$ cat src/rtl/sel_encode_pkg.sv
// Shared constants, field-select enum and helpers for the register select/encode stage.
package sel_encode_pkg;

  localparam int DEF_NUM_REGS = 16;
  localparam int DEF_IDX_W    = 4;
  localparam int DEF_DATA_W   = 32;
  localparam int DEF_RA_LSB   = 23;
  localparam int DEF_RB_LSB   = 19;
  localparam int DEF_RC_LSB   = 15;
  localparam int DEF_CONST_W  = 19;

  typedef enum logic [1:0] {
    FIELD_NONE = 2'd0,
    FIELD_A    = 2'd1,
    FIELD_B    = 2'd2,
    FIELD_C    = 2'd3
  } field_sel_e;

  // Sign-extend the low C field of an instruction word (default geometry).
  function automatic logic [DEF_DATA_W-1:0] sext_const(input logic [DEF_DATA_W-1:0] word);
    sext_const = {{(DEF_DATA_W-DEF_CONST_W){word[DEF_CONST_W-1]}}, word[DEF_CONST_W-1:0]};
  endfunction

  function automatic logic [DEF_NUM_REGS-1:0] onehot(input logic [DEF_IDX_W-1:0] idx);
    onehot = {DEF_NUM_REGS{1'b0}};
    onehot[idx] = 1'b1;
  endfunction

endpackage

$ cat src/rtl/sel_encode_unit_if.sv
// Control-side strobes in, register-file strobes and IR/constant out.
// multi_sel_err exists only when SEL_ENCODE_MULTI_SEL_CHECK_EN is defined.
interface sel_encode_unit_if #(
  parameter int DATA_W   = 32,
  parameter int NUM_REGS = 16,
  parameter int IDX_W    = 4
);
  logic              ir_load;
  logic [DATA_W-1:0] ir_in;
  logic              gra;
  logic              grb;
  logic              grc;
  logic              r_in;
  logic              r_out;
  logic              ba_out;

  logic [DATA_W-1:0]   ir_q;
  logic [DATA_W-1:0]   c_sign_extended;
  logic [IDX_W-1:0]    sel_idx;
  logic [NUM_REGS-1:0] reg_in;
  logic [NUM_REGS-1:0] reg_out;
  logic                ba_zero;
  logic                sel_range_err;
`ifdef SEL_ENCODE_MULTI_SEL_CHECK_EN
  logic                multi_sel_err;
`endif

  modport slave (
    input  ir_load, ir_in, gra, grb, grc, r_in, r_out, ba_out,
    output ir_q, c_sign_extended, sel_idx, reg_in, reg_out, ba_zero, sel_range_err
`ifdef SEL_ENCODE_MULTI_SEL_CHECK_EN
    , output multi_sel_err
`endif
  );

  modport master (
    output ir_load, ir_in, gra, grb, grc, r_in, r_out, ba_out,
    input  ir_q, c_sign_extended, sel_idx, reg_in, reg_out, ba_zero, sel_range_err
`ifdef SEL_ENCODE_MULTI_SEL_CHECK_EN
    , input multi_sel_err
`endif
  );

endinterface

$ cat src/rtl/sel_encode_unit_onehot_decoder.sv
// Index to one-hot decoder with enable; valid flags indices inside the register file.
module onehot_decoder #(
  parameter int IDX_W    = 4,
  parameter int NUM_REGS = 16
) (
  input  logic [IDX_W-1:0]    idx,
  input  logic                en,
  output logic [NUM_REGS-1:0] hot,
  output logic                valid
);
  import sel_encode_pkg::*;

  // Out-of-range indices never produce a strobe.
  always_comb begin
    valid = (32'(idx) < NUM_REGS);
    hot   = {NUM_REGS{1'b0}};
    for (int i = 0; i < NUM_REGS; i++) begin
      if (en && valid && (32'(idx) == i)) begin
        hot[i] = 1'b1;
      end else begin
        hot[i] = 1'b0;
      end
    end
  end

endmodule

$ cat src/rtl/sel_encode_unit.sv
// Register select/encode stage: internal IR, Ra/Rb/Rc selection, registered one-hot strobes.
// Optional SEL_ENCODE_MULTI_SEL_CHECK_EN adds a sticky multi_sel_err flag.
module sel_encode_unit
  import sel_encode_pkg::*;
#(
  parameter int NUM_REGS = DEF_NUM_REGS,
  parameter int IDX_W    = DEF_IDX_W,
  parameter int DATA_W   = DEF_DATA_W,
  parameter int RA_LSB   = DEF_RA_LSB,
  parameter int RB_LSB   = DEF_RB_LSB,
  parameter int RC_LSB   = DEF_RC_LSB,
  parameter int CONST_W  = DEF_CONST_W
) (
  input  logic             clk,
  input  logic             reset,
  sel_encode_unit_if.slave bus
);

  logic [DATA_W-1:0]   ir_d, ir_q;
  logic [DATA_W-1:0]   c_d, c_q;
  logic [IDX_W-1:0]    sel_idx_d, sel_idx_q;
  logic [NUM_REGS-1:0] reg_in_d, reg_in_q;
  logic [NUM_REGS-1:0] reg_out_d, reg_out_q;
  logic                ba_zero_d, ba_zero_q;
  logic                range_err_d, range_err_q;

  field_sel_e          field;
  logic [IDX_W-1:0]    idx;
  logic                any_g;
  logic                idx_is_zero;
  logic [NUM_REGS-1:0] in_hot, out_hot;
  logic                in_valid, out_valid;

  // IR capture; the constant is extended from the incoming word so both update together.
  always_comb begin
    if (bus.ir_load) begin
      ir_d = bus.ir_in;
      c_d  = {{(DATA_W-CONST_W){bus.ir_in[CONST_W-1]}}, bus.ir_in[CONST_W-1:0]};
    end else begin
      ir_d = ir_q;
      c_d  = c_q;
    end
  end

  // Field priority gra > grb > grc, operands always from the current (old) IR.
  always_comb begin
    any_g = bus.gra | bus.grb | bus.grc;
    if (bus.gra) begin
      field = FIELD_A;
    end else if (bus.grb) begin
      field = FIELD_B;
    end else if (bus.grc) begin
      field = FIELD_C;
    end else begin
      field = FIELD_NONE;
    end
    case (field)
      FIELD_A: idx = ir_q[RA_LSB +: IDX_W];
      FIELD_B: idx = ir_q[RB_LSB +: IDX_W];
      FIELD_C: idx = ir_q[RC_LSB +: IDX_W];
      default: idx = {IDX_W{1'b0}};
    endcase
    idx_is_zero = (idx == {IDX_W{1'b0}});
  end

  onehot_decoder #(.IDX_W(IDX_W), .NUM_REGS(NUM_REGS)) u_dec_in (
    .idx   (idx),
    .en    (any_g & bus.r_in),
    .hot   (in_hot),
    .valid (in_valid)
  );

  onehot_decoder #(.IDX_W(IDX_W), .NUM_REGS(NUM_REGS)) u_dec_out (
    .idx   (idx),
    .en    (any_g & (bus.r_out | bus.ba_out)),
    .hot   (out_hot),
    .valid (out_valid)
  );

  // R0 read under ba_out becomes a bus zero instead of a register-file strobe.
  always_comb begin
    sel_idx_d   = idx;
    reg_in_d    = in_hot;
    reg_out_d   = out_hot;
    ba_zero_d   = bus.ba_out & any_g & idx_is_zero;
    range_err_d = any_g & ~(in_valid & out_valid);
    if (bus.ba_out && idx_is_zero) begin
      reg_out_d[0] = 1'b0;
    end else begin
      reg_out_d[0] = out_hot[0];
    end
  end

  always_ff @(posedge clk) begin
    if (reset) begin
      ir_q        <= {DATA_W{1'b0}};
      c_q         <= {DATA_W{1'b0}};
      sel_idx_q   <= {IDX_W{1'b0}};
      reg_in_q    <= {NUM_REGS{1'b0}};
      reg_out_q   <= {NUM_REGS{1'b0}};
      ba_zero_q   <= 1'b0;
      range_err_q <= 1'b0;
    end else begin
      ir_q        <= ir_d;
      c_q         <= c_d;
      sel_idx_q   <= sel_idx_d;
      reg_in_q    <= reg_in_d;
      reg_out_q   <= reg_out_d;
      ba_zero_q   <= ba_zero_d;
      range_err_q <= range_err_d;
    end
  end

  assign bus.ir_q            = ir_q;
  assign bus.c_sign_extended = c_q;
  assign bus.sel_idx         = sel_idx_q;
  assign bus.reg_in          = reg_in_q;
  assign bus.reg_out         = reg_out_q;
  assign bus.ba_zero         = ba_zero_q;
  assign bus.sel_range_err   = range_err_q;

`ifdef SEL_ENCODE_MULTI_SEL_CHECK_EN
  logic multi_sel_d, multi_sel_q;

  // Sticky: once two field strobes collide, the flag holds until reset.
  always_comb begin
    multi_sel_d = multi_sel_q | (bus.gra & bus.grb) | (bus.gra & bus.grc) | (bus.grb & bus.grc);
  end

  always_ff @(posedge clk) begin
    if (reset) begin
      multi_sel_q <= 1'b0;
    end else begin
      multi_sel_q <= multi_sel_d;
    end
  end

  assign bus.multi_sel_err = multi_sel_q;
`endif

endmodule

$ cat src/flat_wrapper.sv
// flat-port wrapper written by rule: the top's interface ports become plain ports
module sel_encode_unit_flat import sel_encode_pkg::*;
#(
  parameter int NUM_REGS = DEF_NUM_REGS,
  parameter int IDX_W    = DEF_IDX_W,
  parameter int DATA_W   = DEF_DATA_W,
  parameter int RA_LSB   = DEF_RA_LSB,
  parameter int RB_LSB   = DEF_RB_LSB,
  parameter int RC_LSB   = DEF_RC_LSB,
  parameter int CONST_W  = DEF_CONST_W
)
  (clk, reset, bus_ir_load, bus_ir_in, bus_gra, bus_grb, bus_grc, bus_r_in, bus_r_out, bus_ba_out, bus_ir_q, bus_c_sign_extended, bus_sel_idx, bus_reg_in, bus_reg_out, bus_ba_zero, bus_sel_range_err);
  sel_encode_unit_if #(.DATA_W(DATA_W), .NUM_REGS(NUM_REGS), .IDX_W(IDX_W)) bus_i ();
  input  logic clk;
  input  logic reset;
  input wire logic [$bits(bus_i.ir_load)-1:0] bus_ir_load;
  input wire logic [$bits(bus_i.ir_in)-1:0] bus_ir_in;
  input wire logic [$bits(bus_i.gra)-1:0] bus_gra;
  input wire logic [$bits(bus_i.grb)-1:0] bus_grb;
  input wire logic [$bits(bus_i.grc)-1:0] bus_grc;
  input wire logic [$bits(bus_i.r_in)-1:0] bus_r_in;
  input wire logic [$bits(bus_i.r_out)-1:0] bus_r_out;
  input wire logic [$bits(bus_i.ba_out)-1:0] bus_ba_out;
  output wire logic [$bits(bus_i.ir_q)-1:0] bus_ir_q;
  output wire logic [$bits(bus_i.c_sign_extended)-1:0] bus_c_sign_extended;
  output wire logic [$bits(bus_i.sel_idx)-1:0] bus_sel_idx;
  output wire logic [$bits(bus_i.reg_in)-1:0] bus_reg_in;
  output wire logic [$bits(bus_i.reg_out)-1:0] bus_reg_out;
  output wire logic [$bits(bus_i.ba_zero)-1:0] bus_ba_zero;
  output wire logic [$bits(bus_i.sel_range_err)-1:0] bus_sel_range_err;
  assign bus_i.ir_load = bus_ir_load;
  assign bus_i.ir_in = bus_ir_in;
  assign bus_i.gra = bus_gra;
  assign bus_i.grb = bus_grb;
  assign bus_i.grc = bus_grc;
  assign bus_i.r_in = bus_r_in;
  assign bus_i.r_out = bus_r_out;
  assign bus_i.ba_out = bus_ba_out;
  assign bus_ir_q = bus_i.ir_q;
  assign bus_c_sign_extended = bus_i.c_sign_extended;
  assign bus_sel_idx = bus_i.sel_idx;
  assign bus_reg_in = bus_i.reg_in;
  assign bus_reg_out = bus_i.reg_out;
  assign bus_ba_zero = bus_i.ba_zero;
  assign bus_sel_range_err = bus_i.sel_range_err;
  sel_encode_unit #(.NUM_REGS(NUM_REGS), .IDX_W(IDX_W), .DATA_W(DATA_W), .RA_LSB(RA_LSB), .RB_LSB(RB_LSB), .RC_LSB(RC_LSB), .CONST_W(CONST_W)) u_core (.clk(clk), .reset(reset), .bus(bus_i));
endmodule
$ cat config.mk
export PLATFORM = sky130hd
export DESIGN_NAME = sel_encode_unit_flat
export DESIGN_NICKNAME = d
export VERILOG_FILES = /design/src/rtl/sel_encode_pkg.sv /design/src/rtl/sel_encode_unit_if.sv /design/src/rtl/sel_encode_unit_onehot_decoder.sv /design/src/rtl/sel_encode_unit.sv /design/src/flat_wrapper.sv
export SDC_FILE = /design/constraint.sdc
export NUM_CORES = 1
export LEC_CHECK = 0
export BUFFER_PORTS_ARGS = -buffer_cell sky130_fd_sc_hd__buf_4
export CAP_MARGIN = 10
export CORE_MARGIN = 5
export CORE_UTILIZATION = 47
export CTS_BUF_LIST = sky130_fd_sc_hd__clkbuf_4 sky130_fd_sc_hd__clkbuf_8 sky130_fd_sc_hd__clkbuf_16
export DETAILED_ROUTE_END_ITERATION = 8
export PLACE_DENSITY = 0.84
export SLEW_MARGIN = 20
export SYNTH_ARGS = -nofsm -noshare
export SYNTH_HDL_FRONTEND = slang
export SYNTH_SLANG_ARGS = --single-unit
export TNS_END_PERCENT = 100
$ cat constraint.sdc
create_clock -name clk -period 3.3 [get_ports clk]
set_input_delay 0.99 -clock clk [delete_from_list [all_inputs] [get_ports clk]]
set_output_delay 0.99 -clock clk [all_outputs]
set_load 0.1 [all_outputs]
* Word-level counts from Yosys, hierarchy flattened
Cells that the tools add are included.
Cells by class: equal/unequal tests 18, muxes and demuxes 36, bitwise logic cells 7, reduce and logical (&&, ||, !) cells 35
Operators by type and width (count):
- $logic_and A1 B1 Y1 | 33
- $eq A4 B4 Y1 const B | 8
- $mux W1 | 32
- $eq A4 B3 Y1 const B | 4
- $pmux W4 S3 | 1
- $eq A4 B2 Y1 const B | 2
- $mux W2 | 3
- $and A1 B1 Y1 | 4
- $eq A2 B2 Y1 const B | 2
- $eq A4 B1 Y1 const B | 1
- $logic_not A4 Y1 | 1
- $or A1 B1 Y1 | 3
- $eq A2 B1 Y1 const B | 1
- $reduce_or A2 Y1 | 1
Word-level totals: flip-flop bits (word level) 88, input bits 41, output and inout bits 102

* Logic depth before layout (Yosys ltp)
depth after elaboration 8, gate-level depth with buffers 5, depth with buffers taken out 4

* Modules after synthesis
A second synthesis with hierarchy kept.
Second synthesis, totals: cell total of the unflattened synthesis 290, area total of the unflattened synthesis 2801.4 um^2
By module, submodules not included:
- sel_encode_unit | times used 1, cells each 240, area each 2543.7 um^2, seq. area each 1401.3 um^2
- onehot_decoder | times used 2, cells each 25, area each 128.9 um^2, seq. area each 0.0 um^2

* Worst setup path after synthesis
Ideal clock, no wire load.
path type flip-flop to output port, start point reg, netlist name u_core.bus.ir_q[18], end point out bus_c_sign_extended[19], arrival time 1.618 ns, slack 0.692 ns, cell stages (with the launch flop) 2, cell sequence dfxtp_1 > buf_4
RTL lines:
- to (decl) | line flat_wrapper.sv:25 | output wire logic [$bits(bus_i.c_sign_extended)-1:0] bus_c_sign_extended;

==> impl_metrics.ini <==
[power]
power.total_uw = 2223
total_power_divided_by_cell_area_mw_per_mm2 = 619.2
p_leak_uw = 0.001769
max-vdd-ir-drop_mv = 0.4111

[cts]
worst_setup_hold_path_clk_slew_ns = 0.07
clkSinkCount = 69
insertion_delay_to_the_later_sink_of_the_worst_skew_pair_ns = 0.34
numCtsBuffers = 9
cts_resized = 0
cts_hold_buf = 0
cts_tree = done
clockBufferDepth = 2
htreeDepth = 3
cts_post_setup_buffers_inserted = 0
clock_tree.root_cell = sky130_fd_sc_hd__clkbuf_8

[place]
globalplace.congestion = 0.7943
hpwl_um = 4917
place_inst = 418
port_buffers = 141

[critical_path]
critPathRequiredTime_ns = 2.31
worst_path_dominant_cell_family = flip-flops
critPathCaptureType = output pin
critical_path_buffers_and_inverters = 1
timing.critical_path.cells = buf_4
worstSetupPathType = flop to output pin
worstPathMaxFanout = 17
cp.arrival_ns = 1.35
timing.critical_path.slowest_stage_cell = sky130_fd_sc_hd__dfxtp_1
critPathLaunchType = flop
slowest_delay_ns = 0.63

[cells_and_area]
nets = 400
antennaDiodeCount = 0
flow.area_growth_from_synthesis_pct = 41.33
drive_gt1_share_pct = 47.53
ff_latch_area_sq_mm = 0.001381
finalNonFillerCells = 434
multi_input_comb_area_sq_um = 843.3
fillCellCount = 391

[floorplanning]
placementRows = 26
start_util_pct = 49.10
design.die.area_sq_mm = 0.006974
coreArea_sq_mm = 0.005172
ioPinCount = 143
fp.dieH_um = 83.51
die_width_um = 83.51

[drt]
post_drt_via_cell_ratio = 4.611
drc = 0
routed-via-count = 2001
avgRoutedWirePerCell_um = 14.61
ant_nets = 0
pre_antenna_drt_iters = 4
detail_route.wirelength_um = 6340
drt_first_iter_violations = 87

[global_routing]
antenna_found_initial = 0
grt_first_pass_wirelength_um = 10100
grt_max_degree = 39
global_route.overflow_total = 0
first_global_vias = 2032
groute.usage.overall_pct = 18.04

[yosys]
synth_enable_flop_cells = 0
synth.cell_area_sq_mm = 0.002540
postSynthNetCount = 291
post-synth-top-count-cell = sky130_fd_sc_hd__dfxtp_1
yosysSeqAreaShare_pct = 54.38
synth.largest_area_cell = sky130_fd_sc_hd__dfxtp_1
synthesis.area_per_instance_sq_um = 10.16
yosys.area.top_type_share_pct = 54.38
syn_inst = 250
yosys_warnings = 0
synth-seq-cells = 69
postSynth.asyncResetShare_pct = 0
synth_cell_types = 24
postSynth.topFlopCell = sky130_fd_sc_hd__dfxtp_1
yosys-top-cells-count = 69 x sky130_fd_sc_hd__dfxtp_1, 63 x sky130_fd_sc_hd__nor2_1, 33 x sky130_fd_sc_hd__buf_4
synthTopCellsByArea = sky130_fd_sc_hd__dfxtp_1 54%, sky130_fd_sc_hd__mux2i_1 13%, sky130_fd_sc_hd__buf_4 9.8%, sky130_fd_sc_hd__nor2_1 9.3%, sky130_fd_sc_hd__nand3_1 2.0%

[outcome]
outcome = finished clean

[timing]
timing_worst_slew_pin_value_ns = 0.5216
max_freq_mhz = 427.6
maxSlewHeadroom_pct = 65.23
report.final.hold_viol_count = 0
setup_viol_count_final = 0
grt_setup_unrepaired = no
totalNegativeSetupSlack_ns = 0
skew_ns = 0.008672
hold_slack_ns = 0.4976
timing.final.max_slew_violations = 0
fin_crit_sh_pct = 70.87
final.min_clock_period_ns = 2.339

[run]
max_cap_viol_count = 0

[worst_hold_path]
hold_class = flop to flop
## cell usage in the layout, fill, tap and decap left out, types with 2 or more instances in the layout
master / instances
sky130_fd_sc_hd__a22o_2: 3
sky130_fd_sc_hd__nand3b_1: 5
sky130_fd_sc_hd__nor2_2: 7
sky130_fd_sc_hd__dfxtp_1: 69
sky130_fd_sc_hd__nor2_1: 63
sky130_fd_sc_hd__inv_6: 2
sky130_fd_sc_hd__inv_1: 3
sky130_fd_sc_hd__clkbuf_8: 10
sky130_fd_sc_hd__mux2i_1: 32
sky130_fd_sc_hd__buf_4: 141
sky130_fd_sc_hd__nand3_1: 10
sky130_fd_sc_hd__a22oi_1: 3
sky130_fd_sc_hd__a21oi_1: 3
sky130_fd_sc_hd__clkinv_4: 2
## power breakdown
part,leakage [uW],internal [uW],switching [uW]
registers,0.000564,865,24.7
logic,0.00110,135,499
clock network,0.000107,376,323
total,0.00177,1380,847
## registers in the layout (all words and copies together), names as in the netlist
signal / flops
u_core.bus.sel_idx: 4
u_core.bus.ir_q: 14
u_core.bus.c_sign_extended: 18
u_core.bus.reg_in: 16
u_core.bus.reg_out: 16
u_core.bus.ba_zero: 1
## stage by stage
stage | utilization (%) | setup slack (ns) | cell area, sq um
floorplan | - | 0.6924 | 2540
global placement | 65.38 | 1.051 | 3382
finish | 69.40 | 0.9613 | 3590
detailed placement | 65.38 | 1.018 | 3382
global route | 69.40 | 0.8584 | 3590
CTS | 69.40 | 0.9341 | 3590
## routing by layer
layer  GRT usage [%]  wire, um  vias to the layer above
met5               0         0                        -
met4           8.772       161                        0
met3           6.120       479                       18
met2           31.56      3213                       79
met1           19.41      2484                      907
li1                -         -                      997
## kinds of logic (layout without fill, tap and decap cells)
logic type / Yosys count / count (layout) / synth area share, %
other: 1 / 1 / 0.1476
and+or+nand+nor: 92 / 92 / 16.95
muxes: 32 / 32 / 12.61
AOI/OAI and AO/OA: 10 / 10 / 3.497
buffers and inverters: 46 / 160 / 12.41
DFF: 69 / 69 / 54.38
## final cells by class
cell class | count | share of cell area (%)
clock buffer | 10 | 3.834
clock inverter | 6 | 1.952
inverter | 3 | 0.3137
multi-input combinational | 135 | 23.49
sequential | 69 | 38.48
tap | 70 | 2.440
timing repair buffer | 141 | 29.49
## final timing paths
check	start	slack, ns	to	depth (start not counted)
worst min-delay path	u_core.bus.ir_q[31]	0.50	u_core.bus.ir_q[31]	2
worst max register to register	u_core.bus.ir_q[18]	1.51	u_core.bus.reg_out[11]	4
worst min register to register	u_core.bus.ir_q[31]	0.50	u_core.bus.ir_q[31]	2
worst max-delay path	u_core.bus.ir_q[18]	0.96	bus_c_sign_extended[30]	1
No activity file was read; power rests on OpenSTA's default activity.
